<file path="config.mk">
export PLATFORM = sky130hd
export DESIGN_NAME = muller_c_channel_arbiter
export DESIGN_NICKNAME = d
export VERILOG_FILES = /design/src/rtl/muller_c_pkg.sv /design/src/rtl/muller_c_sync.sv /design/src/rtl/muller_c_channel_arbiter.sv
export SDC_FILE = /design/constraint.sdc
export NUM_CORES = 1
export LEC_CHECK = 0
export ABC_AREA = 1
export ABC_CLOCK_PERIOD_IN_PS = 1900
export CAP_MARGIN = 20
export CORE_MARGIN = 5
export CORE_UTILIZATION = 42
export CTS_BUF_LIST = sky130_fd_sc_hd__clkbuf_8 sky130_fd_sc_hd__clkbuf_16
export CTS_CLUSTER_DIAMETER = 80
export CTS_CLUSTER_SIZE = 30
export DETAILED_ROUTE_END_ITERATION = 6
export GPL_TIMING_DRIVEN = 1
export HOLD_SLACK_MARGIN = 0.15
export PLACE_DENSITY = 0.77
export SYNTH_ARGS = -nofsm -noshare
export SYNTH_HDL_FRONTEND = slang
export SYNTH_SLANG_ARGS = --single-unit
</file>
<file path="constraint.sdc">
create_clock -name wb_clk_i -period 1.9 [get_ports wb_clk_i]
set_input_delay 0.38 -clock wb_clk_i [delete_from_list [all_inputs] [get_ports wb_clk_i]]
set_output_delay 0.38 -clock wb_clk_i [all_outputs]
set_load 0.01 [all_outputs]
</file>
<file path="src/rtl/muller_c_pkg.sv">
`default_nettype none
// ============================================================================
// Module   : muller_c_pkg
// Purpose  : Shared state encoding, defaults and priority helpers for the
//            Muller C-element channel arbiter.
// Revision : 1.0 - initial release
// ============================================================================
package muller_c_pkg;

    localparam int DEF_NUM_REQ     = 3;
    localparam int DEF_SYNC_STAGES = 2;
    localparam int DEF_TIMEOUT     = 15;
    localparam int MAX_REQ         = 8;

    typedef enum logic [2:0] {
        ST_IDLE   = 3'd0,
        ST_ARB    = 3'd1,
        ST_RISE   = 3'd2,
        ST_ACK_HI = 3'd3,
        ST_FALL   = 3'd4,
        ST_ACK_LO = 3'd5,
        ST_FAULT  = 3'd6
    } state_e;

    // Isolates the least significant set bit (two's-complement trick).
    function automatic logic [MAX_REQ-1:0] lowest_set(input logic [MAX_REQ-1:0] v);
        return v & (~v + MAX_REQ'(1));
    endfunction

    function automatic logic [2:0] onehot_index(input logic [MAX_REQ-1:0] v);
        logic [2:0] idx;
        idx = '0;
        for (int i = 0; i < MAX_REQ; i++) begin
            if (v[i]) idx = 3'(i);
        end
        return idx;
    endfunction

endpackage
`default_nettype wire

</file>
<file path="src/rtl/muller_c_sync.sv">
`default_nettype none
// ============================================================================
// Module   : muller_c_sync
// Purpose  : Reset-to-zero flop chain bringing the asynchronous C-element
//            output into the arbiter clock domain.
// Revision : 1.0 - initial release
// ============================================================================
module muller_c_sync
    import muller_c_pkg::*;
#(
    parameter int SYNC_STAGES = DEF_SYNC_STAGES
) (
    input  logic clk_i,
    input  logic rst_ni,
    input  logic d_i,
    output logic q_o
);

    logic [SYNC_STAGES-1:0] sync_q;

    always_ff @(posedge clk_i or negedge rst_ni) begin
        if (!rst_ni) begin
            sync_q <= '0;
        end else begin
            sync_q <= {sync_q[SYNC_STAGES-2:0], d_i};
        end
    end

    assign q_o = sync_q[SYNC_STAGES-1];

endmodule
`default_nettype wire

</file>
<file path="src/rtl/muller_c_channel_arbiter.sv">
`default_nettype none
// ============================================================================
// Module   : muller_c_channel_arbiter
// Purpose  : Round-robin arbiter sharing one Muller C-element among 4-phase
//            clients; runs a full up/down C cycle per grant, flags stuck C.
// Revision : 1.0 - initial release
// ============================================================================
module muller_c_channel_arbiter
    import muller_c_pkg::*;
#(
    parameter int NUM_REQ     = DEF_NUM_REQ,
    parameter int SYNC_STAGES = DEF_SYNC_STAGES,
    parameter int TIMEOUT     = DEF_TIMEOUT
) (
    input  logic               wb_clk_i,
    input  logic               wb_rst_ni,
    input  logic [NUM_REQ-1:0] req_i,
    output logic [NUM_REQ-1:0] ack_o,
    output logic               c_a_o,
    output logic               c_b_o,
    input  logic               c_out_i,
    output logic [NUM_REQ-1:0] grant_o,
    output logic               busy_o,
    output logic               timeout_o
);

    localparam int              PTR_W    = $clog2(NUM_REQ);
    localparam int              CNT_W    = $clog2(TIMEOUT + 1);
    localparam logic [CNT_W-1:0] CNT_LAST = CNT_W'(TIMEOUT - 1);

    state_e               state_q, state_d;
    logic [NUM_REQ-1:0]   grant_q, grant_d;
    logic [PTR_W-1:0]     ptr_q, ptr_d;
    logic [CNT_W-1:0]     cnt_q, cnt_d;
    logic                 c_out_s;
    logic                 drive_hi;
    logic                 timed_out;
    logic [MAX_REQ-1:0]   req_ext, mask_ext, masked_ext, pick_ext;
    logic [NUM_REQ-1:0]   pick;
    logic [2:0]           pick_idx;
    logic [PTR_W-1:0]     ptr_next;

    muller_c_sync #(
        .SYNC_STAGES (SYNC_STAGES)
    ) u_sync (
        .clk_i  (wb_clk_i),
        .rst_ni (wb_rst_ni),
        .d_i    (c_out_i),
        .q_o    (c_out_s)
    );

    // Requests at or above the pointer win first; otherwise wrap to the lowest.
    assign req_ext    = MAX_REQ'(req_i);
    assign mask_ext   = ~((MAX_REQ'(1) << ptr_q) - MAX_REQ'(1));
    assign masked_ext = req_ext & mask_ext;
    assign pick_ext   = (|masked_ext) ? lowest_set(masked_ext) : lowest_set(req_ext);
    assign pick       = pick_ext[NUM_REQ-1:0];
    assign pick_idx   = onehot_index(pick_ext);
    assign ptr_next   = (pick_idx == 3'(NUM_REQ - 1)) ? '0 : PTR_W'(pick_idx + 3'd1);
    assign timed_out  = (cnt_q == CNT_LAST);

    always_comb begin
        state_d = state_q;
        grant_d = grant_q;
        ptr_d   = ptr_q;
        cnt_d   = cnt_q;
        case (state_q)
            ST_IDLE: begin
                if (|req_i) state_d = ST_ARB;
            end
            ST_ARB: begin
                if (|req_i) begin
                    grant_d = pick;
                    ptr_d   = ptr_next;
                    cnt_d   = '0;
                    state_d = ST_RISE;
                end else begin
                    state_d = ST_IDLE;
                end
            end
            ST_RISE: begin
                if (c_out_s) begin
                    state_d = ST_ACK_HI;
                end else if (timed_out) begin
                    state_d = ST_FAULT;
                end else begin
                    cnt_d = cnt_q + CNT_W'(1);
                end
            end
            ST_ACK_HI: begin
                if (!(|(req_i & grant_q))) begin
                    cnt_d   = '0;
                    state_d = ST_FALL;
                end
            end
            ST_FALL: begin
                if (!c_out_s) begin
                    grant_d = '0;
                    state_d = ST_ACK_LO;
                end else if (timed_out) begin
                    state_d = ST_FAULT;
                end else begin
                    cnt_d = cnt_q + CNT_W'(1);
                end
            end
            ST_ACK_LO: state_d = ST_IDLE;
            ST_FAULT:  state_d = ST_FAULT;
            default:   state_d = ST_IDLE;
        endcase
    end

    always_ff @(posedge wb_clk_i or negedge wb_rst_ni) begin
        if (!wb_rst_ni) begin
            state_q <= ST_IDLE;
            grant_q <= '0;
            ptr_q   <= '0;
            cnt_q   <= '0;
        end else begin
            state_q <= state_d;
            grant_q <= grant_d;
            ptr_q   <= ptr_d;
            cnt_q   <= cnt_d;
        end
    end

    // Outputs decode straight from flops so an async reset clears them at once.
    assign drive_hi  = (state_q == ST_RISE) || (state_q == ST_ACK_HI);
    assign c_a_o     = drive_hi;
    assign c_b_o     = drive_hi;
    assign ack_o     = (state_q == ST_ACK_HI) ? grant_q : '0;
    assign grant_o   = grant_q;
    assign busy_o    = (state_q != ST_IDLE);
    assign timeout_o = (state_q == ST_FAULT);

endmodule
`default_nettype wire
</file>
After elaboration in Yosys (flattened, before gate mapping) --
Index checks and enable logic that the tools add are counted.
Operators by class: add/subtract/negate cells 5, equal/unequal tests 13, shift operators 1, multiplexer cells 26, bitwise gates (word level) 7, reduce and logical (&&, ||, !) cells 12
Operators with widths (number):
- two-way mux 3 bit | 13
- two-way mux 4 bit | 5
- one-hot mux 3 bit (6 select lines) | 1
- adder 8 x 1 -> 8 bit, second input constant | 2
- bitwise AND 3 x 8 -> 8 bit | 2
- NOT 8 bit | 2
- one-hot mux 4 bit (4 select lines) | 1
- inequality test 2 bit, second input constant | 5
- == test 3 x 2 -> 1 bit, second input constant | 3
- bitwise AND 8 bit | 1
- two-way mux 8 bit | 1
- NOT 3 -> 8 bit | 1
- OR reduction 8 bit | 1
- left shift 1 x 2 -> 8 bit, first input constant | 1
- subtractor 8 x 2 -> 8 bit, second input constant | 1
- == test 3 bit, second input constant | 2
- two-way mux 2 bit | 3
- one-hot mux 3 bit (2 select lines) | 1
- OR reduction 3 bit | 2
- AND reduction 5 bit | 1
- adder 4 x 1 -> 4 bit, second input constant | 1
- == test 4 bit, second input constant | 1
- AND reduction 2 bit | 2
- nonzero test 4 bit | 1
- 10 further kinds | 10
Word-level totals: register bits after elaboration 14, input bits 6, output and inout port bits 10, logic and storage cells 69

Logic depth before layout (Yosys ltp) --
depth after elaboration 17, depth in mapped cells 9

Modules after synthesis --
From an unflattened synthesis, not the netlist that was laid out.
Second synthesis, totals: cell total of the unflattened synthesis 123, area total of the unflattened synthesis 899.6 um^2
By module, submodules not included:
- muller_c_channel_arbiter | instances 1, cells an instance 121, area an instance 849.6 um^2
- muller_c_sync | instances 1, cells an instance 2, area an instance 50.0 um^2

Least setup slack after synthesis --
OpenSTA, ideal clock, no wires.
kind register to output, from reg state_q[2], to out c_b_o, data arrival time 1.012 ns, data required time 1.520 ns, slack 0.508 ns, stages on the path, launching flop included 7, path buffers 1, cells stage by stage dfrtp_1 inv_2 nand2_4 nor2_2 inv_1 nand2_1 buf_4
Between the ends: word-level cells in the longest chain between the ends 2, elaborated cells between the ends (all ways) 3
Ends and longest elaborated chain:
- start: declaration | line muller_c_channel_arbiter.sv:31 | state_e state_q, state_d;
- start signal: assignment | line muller_c_channel_arbiter.sv:119 | state_q <= state_d;
- == test 3 x 2 -> 1 bit | line muller_c_channel_arbiter.sv:127 | assign drive_hi = (state_q == ST_RISE) || (state_q == ST_ACK_HI);
- logical OR 1 bit * | line muller_c_channel_arbiter.sv:127
- end: declaration | line muller_c_channel_arbiter.sv:20 | output logic c_b_o,
Every way passes the cells marked *; elsewhere a longest branch is shown, timed or not.

Worst setup path in the final report --
from reg state_q[2], to out ack_o[1]
Between the ends: word-level cells in the longest chain between the ends 2
Ends and longest elaborated chain:
- == test 3 x 2 -> 1 bit | line muller_c_channel_arbiter.sv:130 | assign ack_o = (state_q == ST_ACK_HI) ? grant_q : '0;
- two-way mux 3 bit | line muller_c_channel_arbiter.sv:130
- end: declaration | line muller_c_channel_arbiter.sv:18 | output logic [NUM_REQ-1:0] ack_o,
No other way between the ends.

==> flow_metrics.py <==
metrics = {
    "clocking": {
        "clkTransAtPathRegs_ns": 0.06,
        "clk-insertion-delay-late_ns": 0.25,
        "clockBufferDepth": 2,
        "htree_levels": 1,
        "postCtsHoldBufs": 0,
        "numCtsBuffers": 3,
        "cts_root_buffer": "clkbuf_8",
        "cts_tree": "done",
        "tritoncts_num_sinks": 14,
    },
    "sta": {
        "min_period_ns": 1.800,
        "worst_slew_pin_slew_ns": 0.2731,
        "finalHoldViolCount": 0,
        "slew_headroom_pct": 81.64,
        "period_share_pct": 94.72,
        "skew_ns": 0.005068,
        "setup_tns_ns": 0,
        "setup_viol": 0,
        "fmax_ghz": 0.5557,
        "drv_slew": 0,
        "setup_ws_ns": 0.1004,
        "rsz0062_at_grt": "false",
    },
    "synthesis": {
        "synth_seq_cells": 14,
        "synth_nets": 131,
        "ys_seq_area_share_pct": 39.55,
        "syn_area_um2": 885.9,
        "synthTopCellsByArea": "dfrtp_1, nand2_1, nand3_1",
        "synth_area_per_cell_um2": 7.202,
        "ys_types": 20,
        "synth_top_area_share_pct": 39.55,
        "synthCells": 123,
        "yosys_warnings": 0,
        "yosys.area.top_type": "dfrtp_1",
    },
    "placement": {
        "place_ws_ns": 0.08439,
        "dp_hpwl_um": 1535,
        "gp_congestion": 0.8920,
        "dp_cells": 167,
        "numPortBuffers": 15,
    },
    "setup_path": {
        "crit_arrival_ns": 1.42,
        "start_kind": "flip-flop",
        "path_max_fanout": 5,
        "critPathMaxStageDelay_ns": 0.38,
        "end_kind": "output pin",
        "path_delay_family": "buffers and inverters",
        "worstPathCellList": "inv_2 -> nand2_4 -> nor2_2 -> inv_1 -> nor2_1 -> dlygate4sd2_1",
        "reg2reg_depth": 9,
        "required_ns": 1.52,
        "path_class": "flip-flop to output pin",
        "slowest_stage": "dfrtp_1",
        "worst-path-buf-inv": 3,
        "crit_cells": 6,
    },
    "grt": {
        "grt_pass1_vias": 814,
        "gr-total-overflow": 0,
        "antenna_found_initial": 0,
        "grt_first_pass_wirelength_um": 3581,
        "grt_max_degree": 15,
        "grt_usage_pct": 14.32,
    },
    "route": {
        "via_per_inst": 5.070,
        "dr.pass1.iters": 4,
        "num_vias": 867,
        "wl_um": 1996,
        "drt-initial-drc-count": 29,
        "drc": 0,
        "wl_per_cell_um": 11.67,
        "ant_nets": 0,
    },
    "power_and_ir_drop": {
        "peakVddDrop_v": 0.0007658,
        "powerDensity_nw_per_um2": 1431,
        "p_leak_nw": 0.6360,
    },
    "floorplan": {
        "core_region_area_um2": 1982,
        "dieArea_um2": 3128,
        "num_rows": 16,
        "die_w_um": 55.93,
        "ioPinCount": 16,
        "start_util_pct": 44.70,
        "fp.dieH_um": 55.93,
    },
    "worst_hold_path": {
        "holdPathStages": 0,
        "hp-class": "flip-flop to flip-flop",
    },
    "layout": {
        "drive_gt1_share_pct": 18.75,
        "instances_no_fill": 171,
        "syn_to_final_growth_pct": 28.67,
        "n_antenna_cell": 0,
        "fin_nets": 153,
        "n_fill_cell": 177,
    },
    "status": {
        "outcome": "completed",
    },
    "run": {
        "cap_violations": 0,
    },
}
## logic make-up (layout without fill, tap and decap cells)
| logic type | after synthesis | count (layout) | synth area share, % |
|---|---|---|---|
| fa+ha+maj | 2 | 2 | 2.824 |
| buf+inv | 21 | 42 | 9.322 |
| flops | 14 | 14 | 39.55 |
| simple gates | 73 | 73 | 39.41 |
| xor+xnor | 2 | 2 | 1.978 |
| compound gates | 11 | 11 | 6.921 |
## Yosys cell counts (all sizes together)
master,instances
xor2,1
a21oi,4
xnor2,1
o31ai,1
o2111ai,1
nand4,3
nand3,12
nand2,42
ha,2
buf,1
nor2,16
inv,20
dfrtp,14
o21ai,5
## where the power goes
| group | internal, W | switching [W] |
|---|---|---|
| logic | 0.000337 | 0.000506 |
| clock network | 0.000184 | 0.000106 |
| registers | 0.000395 | 0.000104 |
## layout by cell type (no fill, tap or decap)
cell,synthesis,routed
inv_2,4,4
o21ai_0,4,4
nand2_1,34,34
buf_4,1,3
nor2_2,6,6
o21ai_1,1,1
nand2_2,6,6
nand2_4,2,2
clkbuf_8,0,4
dfrtp_2,0,1
o31ai_1,1,1
ha_1,2,2
dlymetal6s2s_1,0,2
inv_1,16,16
nor2_1,9,9
clkdlybuf4s50_1,0,8
o2111ai_1,1,1
dfrtp_1,14,13
nor2_4,1,1
xnor2_1,1,1
xor2_1,1,1
dlygate4sd2_1,0,5
a21oi_1,4,4
nand4_1,3,3
nand3_1,12,12
## cell type report
class / count / area (um^2) / area share [%]
Tap cell: 27 / 33.78 / 2.964
Clock buffer: 4 / 55.05 / 4.830
Multi-Input combinational cell: 88 / 452.9 / 39.74
Timing Repair Buffer: 18 / 171.4 / 15.04
Sequential cell: 14 / 351.6 / 30.85
Inverter: 20 / 75.07 / 6.586
## registers in the layout (all words and copies together) (netlist names)
signal and flops:
ptr_q 2, state_q 3, u_sync.sync_q 2, cnt_q 4, grant_o 3
## final timing paths
check | start | endpoint | slack, ns
min in group asynchronous | wb_rst_ni | grant_o[0] | 0.44
min | u_sync.sync_q[0] | u_sync.sync_q[1] | 0.35
max | state_q[2] | ack_o[1] | 0.10
min reg2reg | u_sync.sync_q[0] | u_sync.sync_q[1] | 0.35
max in group asynchronous | wb_rst_ni | state_q[0] | 1.28
max reg2reg | state_q[1] | cnt_q[0] | 0.44
## routing by layer
metal  vias up  global-route usage [%]  part of all wire (%)
met4         0                   5.085                   1.7
li1        427                       -                     -
met5         -                       0                     0
met2        27                   21.62                    47
met3         5                   3.712                   6.3
met1       408                   19.66                    45
## metrics by stage
stage                     util [%]  area, um^2  hold slack [ns]  total power (W)
after detailed placement     54.73        1085           0.3405         0.001372
after global placement       54.73        1085           0.3368         0.001354
after global routing         57.51        1140           0.3800         0.001784
after floorplan                  -       885.9          0.08441         0.001063
after CTS                    57.20        1134           0.3544         0.001645
final                        57.51        1140           0.3504         0.001631
## what timing repair did
action / 4_1_cts / 5_1_grt
buffers inserted: 0 / 0
endpoints found under the setup margin: 5 / 2
gates resized for setup: 5 / 3
endpoints found under the hold margin: 0 / 0
Power figures use the tool's default switching activity.
